## src/rtl/semaforo_multi.sv

```systemverilog
// semaforo_multi: round-robin traffic-light controller with all-red
// clearance, latched pedestrian walk phase and night flashing yellow.
module semaforo_multi #(
  parameter int TICK_DIV = 50000000,
  parameter int N_DIR    = 2,
  parameter int GREEN_S  = 10,
  parameter int YELLOW_S = 3,
  parameter int ALLRED_S = 1,
  parameter int PED_S    = 8
) (
  input  logic             clk,
  input  logic             rst,
  input  logic             ped_n,
  input  logic             night,
  output logic [N_DIR-1:0] green,
  output logic [N_DIR-1:0] yellow,
  output logic [N_DIR-1:0] red,
  output logic             walk,
  output logic             ped_pending,
  output logic [2:0]       phase,
  output logic [1:0]       dir,
  output logic [6:0]       countdown,
  output logic [6:0]       hex1,
  output logic [6:0]       hex0
);

  typedef enum logic [2:0] {
    ALLRED = 3'd0,
    GREEN  = 3'd1,
    YELLOW = 3'd2,
    PED    = 3'd3,
    NIGHT  = 3'd4
  } phase_t;

  localparam int PW = (TICK_DIV > 1) ? $clog2(TICK_DIV) : 1;
  localparam logic [PW-1:0] PRE_MAX = PW'(TICK_DIV - 1);
  localparam logic [1:0] LAST_DIR = 2'(N_DIR - 1);
  localparam logic [6:0] T_G = 7'(GREEN_S);
  localparam logic [6:0] T_Y = 7'(YELLOW_S);
  localparam logic [6:0] T_A = 7'(ALLRED_S);
  localparam logic [6:0] T_P = 7'(PED_S);

  // 7-segment pattern, gfedcba, active-low
  function automatic logic [6:0] seg(input logic [3:0] d);
    logic [6:0] s;
    case (d)
      4'd0:    s = 7'b1000000;
      4'd1:    s = 7'b1111001;
      4'd2:    s = 7'b0100100;
      4'd3:    s = 7'b0110000;
      4'd4:    s = 7'b0011001;
      4'd5:    s = 7'b0010010;
      4'd6:    s = 7'b0000010;
      4'd7:    s = 7'b1111000;
      4'd8:    s = 7'b0000000;
      4'd9:    s = 7'b0010000;
      default: s = 7'b1111111;
    endcase
    return s;
  endfunction

  logic [PW-1:0] pre_q;
  logic          tick;
  logic [2:0]    sync_q;
  logic          fall;

  phase_t     phase_q, phase_d;
  logic [1:0] dir_q, dir_d;
  logic [6:0] cnt_q, cnt_d;
  logic       after_ped_q, after_ped_d;
  logic       first_q, first_d;
  logic       flash_q, flash_d;
  logic       pend_q;
  logic       enter_ped;
  logic [1:0] next_dir;

  logic [N_DIR-1:0] g_d, y_d, r_d;
  logic             w_d;
  logic [3:0]       tens, ones;

  assign tick = (pre_q == PRE_MAX);

  // prescaler: one tick pulse per TICK_DIV clocks
  always_ff @(posedge clk or posedge rst) begin
    if (rst)       pre_q <= '0;
    else if (tick) pre_q <= '0;
    else           pre_q <= pre_q + 1'b1;
  end

  // button synchroniser plus one stage for falling-edge detect
  always_ff @(posedge clk or posedge rst) begin
    if (rst) sync_q <= 3'b111;
    else     sync_q <= {sync_q[1:0], ped_n};
  end

  assign fall = sync_q[2] & ~sync_q[1];

  assign next_dir = (dir_q == LAST_DIR) ? 2'd0 : dir_q + 2'd1;

  // phase sequencing, evaluated only on ticks
  always_comb begin
    phase_d     = phase_q;
    dir_d       = dir_q;
    cnt_d       = cnt_q;
    after_ped_d = after_ped_q;
    first_d     = first_q;
    flash_d     = flash_q;
    enter_ped   = 1'b0;
    if (tick) begin
      if (phase_q == NIGHT) begin
        flash_d = ~flash_q;
        if (!night) begin
          phase_d = ALLRED;
          dir_d   = LAST_DIR;
          cnt_d   = T_A;
          flash_d = 1'b0;
        end
      end else if (cnt_q > 7'd1) begin
        cnt_d = cnt_q - 7'd1;
      end else begin
        unique case (phase_q)
          GREEN: begin
            phase_d = YELLOW;
            cnt_d   = T_Y;
          end
          YELLOW: begin
            phase_d = ALLRED;
            cnt_d   = T_A;
          end
          PED: begin
            phase_d     = ALLRED;
            cnt_d       = T_A;
            after_ped_d = 1'b1;
          end
          default: begin
            if (!after_ped_q && night) begin
              phase_d = NIGHT;
              cnt_d   = 7'd0;
              flash_d = 1'b0;
            end else if (!after_ped_q && pend_q) begin
              phase_d   = PED;
              cnt_d     = T_P;
              enter_ped = 1'b1;
            end else begin
              phase_d     = GREEN;
              cnt_d       = T_G;
              dir_d       = first_q ? 2'd0 : next_dir;
              first_d     = 1'b0;
              after_ped_d = 1'b0;
            end
          end
        endcase
      end
    end
  end

  // controller state registers
  always_ff @(posedge clk or posedge rst) begin
    if (rst) begin
      phase_q     <= ALLRED;
      dir_q       <= 2'd0;
      cnt_q       <= T_A;
      after_ped_q <= 1'b0;
      first_q     <= 1'b1;
      flash_q     <= 1'b0;
    end else begin
      phase_q     <= phase_d;
      dir_q       <= dir_d;
      cnt_q       <= cnt_d;
      after_ped_q <= after_ped_d;
      first_q     <= first_d;
      flash_q     <= flash_d;
    end
  end

  // pedestrian latch: clearing on PED entry beats a new press
  always_ff @(posedge clk or posedge rst) begin
    if (rst)
      pend_q <= 1'b0;
    else if (enter_ped)
      pend_q <= 1'b0;
    else if (fall && phase_q != PED && phase_q != NIGHT)
      pend_q <= 1'b1;
  end

  // lamp decode from the registered phase
  always_comb begin
    g_d = '0;
    y_d = '0;
    r_d = '1;
    w_d = (phase_q == PED);
    if (phase_q == NIGHT) begin
      r_d = '0;
      y_d = {N_DIR{flash_q}};
    end else begin
      for (int i = 0; i < N_DIR; i++) begin
        if (dir_q == 2'(i)) begin
          if (phase_q == GREEN) begin
            g_d[i] = 1'b1;
            r_d[i] = 1'b0;
          end else if (phase_q == YELLOW) begin
            y_d[i] = 1'b1;
            r_d[i] = 1'b0;
          end
        end
      end
    end
  end

  assign tens = 4'(cnt_q / 7'd10);
  assign ones = 4'(cnt_q % 7'd10);

  // registered lamp and display outputs
  always_ff @(posedge clk or posedge rst) begin
    if (rst) begin
      green  <= '0;
      yellow <= '0;
      red    <= '1;
      walk   <= 1'b0;
      hex1   <= seg(4'(ALLRED_S / 10));
      hex0   <= seg(4'(ALLRED_S % 10));
    end else begin
      green  <= g_d;
      yellow <= y_d;
      red    <= r_d;
      walk   <= w_d;
      hex1   <= seg(tens);
      hex0   <= seg(ones);
    end
  end

  assign phase       = phase_q;
  assign dir         = dir_q;
  assign countdown   = cnt_q;
  assign ped_pending = pend_q;

endmodule

```

## config.mk

```make
export PLATFORM = sky130hd
export DESIGN_NAME = semaforo_multi
export DESIGN_NICKNAME = d
export VERILOG_FILES = /design/src/rtl/semaforo_multi.sv
export SDC_FILE = /design/constraint.sdc
export NUM_CORES = 1
export LEC_CHECK = 0
export CAP_MARGIN = 40
export CORE_MARGIN = 4
export CORE_UTILIZATION = 40
export CTS_CLUSTER_DIAMETER = 200
export CTS_CLUSTER_SIZE = 20
export DETAILED_ROUTE_END_ITERATION = 12
export PLACE_DENSITY = 0.65
export SETUP_SLACK_MARGIN = 0.2
export SYNTH_ARGS = -nofsm -noshare
export SYNTH_HDL_FRONTEND = slang
export SYNTH_SLANG_ARGS = --single-unit
```

## constraint.sdc

```tcl
create_clock -name clk -period 5.3 [get_ports clk]
set_input_delay 1.06 -clock clk [delete_from_list [all_inputs] [get_ports clk]]
set_output_delay 1.06 -clock clk [all_outputs]
set_load 0.03 [all_outputs]
```

Yosys cells after proc, flatten, opt, wreduce, memory -nomap -nowiden

Memories as Yosys holds them, arrays and structs flattened. A register that Yosys moved wholly into a read port is not among the register bits.
Cells that the tools add are included.

Memories: 2
Bits of input ports: 4
Output and inout bits: 34
ROM bits: 224
Register bits: 52

Memories:

| memory          | words | bits a word | rd ports | clocked after memory_dff | wr ports | RTL line | source |
|---|---|---|---|---|---|---|---|
| (no name shown) | 16    | 7           | 1        | 1                        | 0        | 46       | `case (d)` |
| (no name shown) | 16    | 7           | 1        | 1                        | 0        | 46       |  |

Add/subtract/negate cells: 3
Divide/modulo/power cells: 2
$lt $le $gt $ge: 1
Bitwise operators: 9
Muxes and demuxes: 51
Reductions and logical operators: 17
Eq/ne operators: 15

Operators with widths:

| cell                                                                    | number |
|---|---|
| 26-bit by 1-bit adder with 26-bit output (second input constant)        | 1 |
| 26-bit equality test (second input constant)                            | 1 |
| 1-bit two-way mux                                                       | 26 |
| 2-bit two-way mux                                                       | 13 |
| 26-bit two-way mux                                                      | 1 |
| 7-bit two-way mux                                                       | 3 |
| 6-bit AND reduction                                                     | 3 |
| 3-bit two-way mux                                                       | 4 |
| 2-bit != test (second input constant)                                   | 6 |
| 1-bit inverter                                                          | 8 |
| 4-bit case mux with 2 select lines                                      | 1 |
| 7-bit by 4-bit divider with 7-bit output (second input constant)        | 1 |
| 7-bit by 1-bit > comparator with 1-bit output (second input constant)   | 1 |
| 7-bit by 4-bit remainder unit with 7-bit output (second input constant) | 1 |
| 7-bit by 1-bit subtractor with 7-bit output (second input constant)     | 1 |
| 3-bit by 2-bit equality test with 1-bit output (second input constant)  | 2 |
| 3-bit case mux with 2 select lines                                      | 1 |
| 1-bit logical AND                                                       | 4 |
| 4-bit two-way mux                                                       | 1 |
| 4-bit AND reduction                                                     | 1 |
| 2-bit nonzero test                                                      | 2 |
| 2-bit OR reduction                                                      | 2 |
| 3-bit by 1-bit equality test with 1-bit output (second input constant)  | 1 |
| 3-bit equality test (second input constant)                             | 1 |
| other kinds (12)                                                        | 12 |

Depth between registers and ports, before layout

Depth in word-level cells: 9
Gate-level depth with buffers: 16
Depth with buffers taken out: 14

Least setup slack after synthesis

No wires, ideal clock.

Path type: reg-to-reg
Start: reg cnt_q[3], in the netlist countdown[3]
End: reg hex0[4]
Path slack: 1.697 ns
Data required time: 5.218 ns
Stages on the path, launching flop included: 15
Arrival time: 3.521 ns
Path buffers: 2
Setup time: 0.082 ns
Cell sequence: dfrtp_1 buf_6 and2b_1 xnor2_1 a222oi_1 ha_1 clkbuf_1 a22oi_1 a211o_2 o21ai_0 and2_1 inv_1 ha_1 mux2_2 a22oi_1

Cells in the longest elaborated chain, start to end: 1

Ends and longest elaborated chain:

| element                                         | RTL line | source |
|---|---|---|
| start, declared                                 | 69       | `logic [6:0] cnt_q, cnt_d;` |
| start signal, assigned                          | 169      | `cnt_q <= cnt_d;` |
| 7-bit by 4-bit remainder unit with 7-bit output | 211      | `assign ones = 4'(cnt_q % 7'd10);` |
| end, declared                                   | 24       | `output logic [6:0] hex0` |

Every way passes these cells.
A chain may end at the register's enable or synchronous reset.

Worst setup path in the final report

Same ends and word-level chain as after synthesis.

==> load_flow_metrics.sql <==
INSERT INTO impl_metrics (metric_group, metric, value, unit) VALUES
('worst_setup_path', 'timing_worst_setup_path_type', 'register to register', ''),
('power_and_ir_drop', 'total_power', '0.000986', 'W'),
('clocking', 'cts_tree', 'done', ''),
('place', 'port_buffers', '37', ''),
('drt', 'antenna_left', '0', ''),
('run_status', 'run_status', 'finished, final reports clean', ''),
('synth', 'synth_edf_count', '0', ''),
('finish', 'instances_no_fill', '575', ''),
('finish', 'final_core_util', '48.0', '%'),
('worst_setup_path', 'r2r-end', 'hex0[4]', ''),
('synth', 'synthDominantCellAreaShare', '33.2', '%'),
('die', 'die_h', '108', 'um'),
('power_and_ir_drop', 'vdd_drop_max', '0.169', 'mV'),
('synth', 'mappedNetlistArea', '3990', 'um^2'),
('sta', 'achievable-frequency', '231', 'MHz'),
('job', 'drv.max_cap_violation_count', '0', ''),
('synth', 'fraction_of_synthesis_flops_using_an_asynchronous_set_or_reset_pin', '100', '%'),
('place', 'gp_routability_congestion', '0.775', ''),
('synth', 'ys_seq_elements', '66', ''),
('sta', 'timing_worst_slew_pin_value', '869', 'ps'),
('clocking', 'number_of_buffers_inserted_for_hold_repair_after_clock_tree_synthesis', '0', ''),
('synth', 'count_of_synthesis_stage_warnings_from_yosys', '0', ''),
('clocking', 'clk_pin_slew_worst_paths', '80', 'ps'),
('worst_setup_path', 'cp_cell_sequence', 'and2b_1 -> xnor2_1 -> a222oi_1 -> ha_1 -> or4b_1 -> a31oi_1 -> a211o_2 -> o21ai_0 -> and2_1 -> inv_1 -> ha_1 -> mux2_2 -> a22oi_1', ''),
('synth', 'synth.largest_area_cell', 'sky130_fd_sc_hd__dfrtp_1', ''),
('die', 'io_pins', '38', ''),
('place', 'placedCellCount', '559', ''),
('die', 'floorplan.initialDensity', '41.0', '%'),
('min_path', 'hold_path_end', 'sync_q[1]', ''),
('grt', 'global_route.overflow_total', '0', ''),
('worst_setup_path', 'crit_fanout', '30', ''),
('drt', 'detailedRoute.firstPassIterationCount', '4', ''),
('worst_setup_path', 'ff2ff_path_depth', '13', ''),
('grt', 'grt_usage', '15.0', '%'),
('drt', 'drt_iter0_drc', '211', ''),
('synth', 'syn-num-nets', '428', ''),
('finish', 'fill_cells', '955', ''),
('power_and_ir_drop', 'power.internal', '0.000775', 'W'),
('clocking', 'tritoncts.num_buffers', '9', ''),
('die', 'floorplan.die_area', '11600', 'um^2'),
('drt', 'route.detailed.drc', '0', ''),
('worst_setup_path', 'worstPathBufferInverterCount', '1', ''),
('die', 'floorplan.rows', '36', ''),
('clocking', 'cts-resized-gates', '0', ''),
('power_and_ir_drop', 'p_per_area', '211', 'nW/um^2'),
('clocking', 'worstSkewPairLatency', '340', 'ps'),
('synth', 'sequential_element_share_of_the_synthesized_area', '41.8', '%'),
('worst_setup_path', 'rrSetupSlack', '980', 'ps'),
('worst_setup_path', 'worstSetupPathDepth', '13', ''),
('min_path', 'min_delay_path_depth', '0', ''),
('sta', 'final_report_max_slew_violation_count', '0', ''),
('worst_setup_path', 'timing.critical_path.to_type', 'register', ''),
('synth', 'syn-instance-count', '408', ''),
('worst_setup_path', 'data_required_time_of_the_critical_path', '5560', 'ps'),
('power_and_ir_drop', 'clkPwrFrac', '47.3', '%'),
('power_and_ir_drop', 'power.sequential.fraction', '51.3', '%'),
('synth', 'netlist-cell-type-count', '87', ''),
('drt', 'post_drt_wl_per_cell', '14.3', 'um'),
('clocking', 'cts_htree_levels', '3', ''),
('sta', 'setup_repair_after_global_routing_missed_its_margin', 'false', ''),
('power_and_ir_drop', 'power.switching', '0.000211', 'W'),
('place', 'dp_wirelength', '5.57', 'mm'),
('grt', 'initial_antenna_violation_count', '0', ''),
('sta', 'finalSetupViolCount', '0', ''),
('min_path', 'hold_class', 'register to register', ''),
('power_and_ir_drop', 'power_switching_share', '21.4', '%'),
('synth', 'post-synth-top-count-cell', 'sky130_fd_sc_hd__dfrtp_1', ''),
('min_path', 'holdCritStartpoint', 'sync_q[0]', ''),
('worst_setup_path', 'endpoint_arrival_time_on_the_critical_path', '4580', 'ps'),
('clocking', 'cts.path.max_buffers', '2', ''),
('grt', 'pin_count_of_the_biggest_net_entering_global_routing', '35', '');
## power groups by stage
stage	Clock (W)	Combinational, W	Sequential [W]
after floorplan	0	0.00000783	0.000515
after global placement	0	0.0000145	0.000515
after detailed placement	0	0.0000148	0.000516
after CTS	0.000483	0.0000148	0.000506
after global routing	0.000507	0.0000165	0.000506
final	0.000466	0.0000139	0.000506
## cells in the final DEF, fill, tap and decap left out, types with 3 or more instances in the layout
cell,synthesis,layout
sky130_fd_sc_hd__or4b_1,3,3
sky130_fd_sc_hd__o21ai_0,17,17
sky130_fd_sc_hd__nand3_1,16,16
sky130_fd_sc_hd__nand3b_1,3,3
sky130_fd_sc_hd__dfrtp_1,53,53
sky130_fd_sc_hd__a22oi_1,5,5
sky130_fd_sc_hd__xor2_1,18,18
sky130_fd_sc_hd__nor2_1,35,35
sky130_fd_sc_hd__nor3_1,6,5
sky130_fd_sc_hd__ha_1,16,16
sky130_fd_sc_hd__nand2b_1,7,7
sky130_fd_sc_hd__clkinvlp_4,0,3
sky130_fd_sc_hd__nand4_1,9,9
sky130_fd_sc_hd__and2_1,3,3
sky130_fd_sc_hd__a32o_1,4,4
sky130_fd_sc_hd__clkdlybuf4s50_1,0,37
sky130_fd_sc_hd__inv_1,14,13
sky130_fd_sc_hd__nand2_1,30,30
sky130_fd_sc_hd__clkbuf_8,0,9
sky130_fd_sc_hd__o21bai_1,3,3
sky130_fd_sc_hd__a32oi_1,4,4
sky130_fd_sc_hd__mux2_2,3,3
sky130_fd_sc_hd__a21oi_1,20,20
sky130_fd_sc_hd__a211oi_1,4,4
sky130_fd_sc_hd__nor4b_1,3,3
sky130_fd_sc_hd__mux2i_1,4,4
sky130_fd_sc_hd__nor3b_1,5,5
sky130_fd_sc_hd__xnor2_1,11,11
sky130_fd_sc_hd__dfstp_2,13,13
sky130_fd_sc_hd__and3_1,7,7
## layer usage
metal	routed length [um]	GRT usage, %
met5	0	0
met2	3880	23.8
met1	3960	20.6
met4	46	3.43
met3	339	3.96
## kinds of logic after synthesis
logic type	Yosys count	synth area share, %
adder cells (fa/ha/maj)	17	5.27
buffers and inverters	36	4.33
XOR/XNOR	29	6.37
flip-flops	66	41.8
AO/OA/AOI/OAI	90	16.3
AND/OR/NAND/NOR	163	24.1
multiplexers	7	1.85
## state kept, by name, summed over array words and instances, names as in the netlist, 3 cells and up
| signal | cells |
|---|---|
| countdown | 7 |
| pre_q | 26 |
| phase | 3 |
| hex1 | 7 |
| hex0 | 7 |
| sync_q | 3 |
## how the worst max path moves through the flow
stage                             from  endpoint  slack, ps
after floorplan           countdown[3]   hex0[4]       1700
after detailed placement  countdown[3]   hex0[4]        990
final                     countdown[3]   hex0[4]        980
after global placement    countdown[3]   hex0[4]       1140
after CTS                 countdown[3]   hex0[4]        960
after global routing      countdown[3]   hex0[4]        610
## stage by stage
step / area, um^2 / hold slack [ps] / setup slack (ps)
after CTS: 4670 / 370 / 956
after global routing: 4670 / 377 / 614
after global placement: 4430 / 346 / 1140
after floorplan: 3990 / 345 / 1700
final: 4670 / 368 / 978
after detailed placement: 4460 / 352 / 990
## final cells by class
class                           instances  area, um^2  share of cell area, %
Inverter                               14        52.6                   1.12
Clock buffer                           10         128                   2.73
Tap cell                              133         166                   3.56
Multi-Input combinational cell        306        2160                   46.2
Sequential cell                        66        1670                   35.7
Clock inverter                          6        91.3                   1.95
Timing Repair Buffer                   40         408                   8.73
Note: power is estimated with default switching activity, not from simulation.
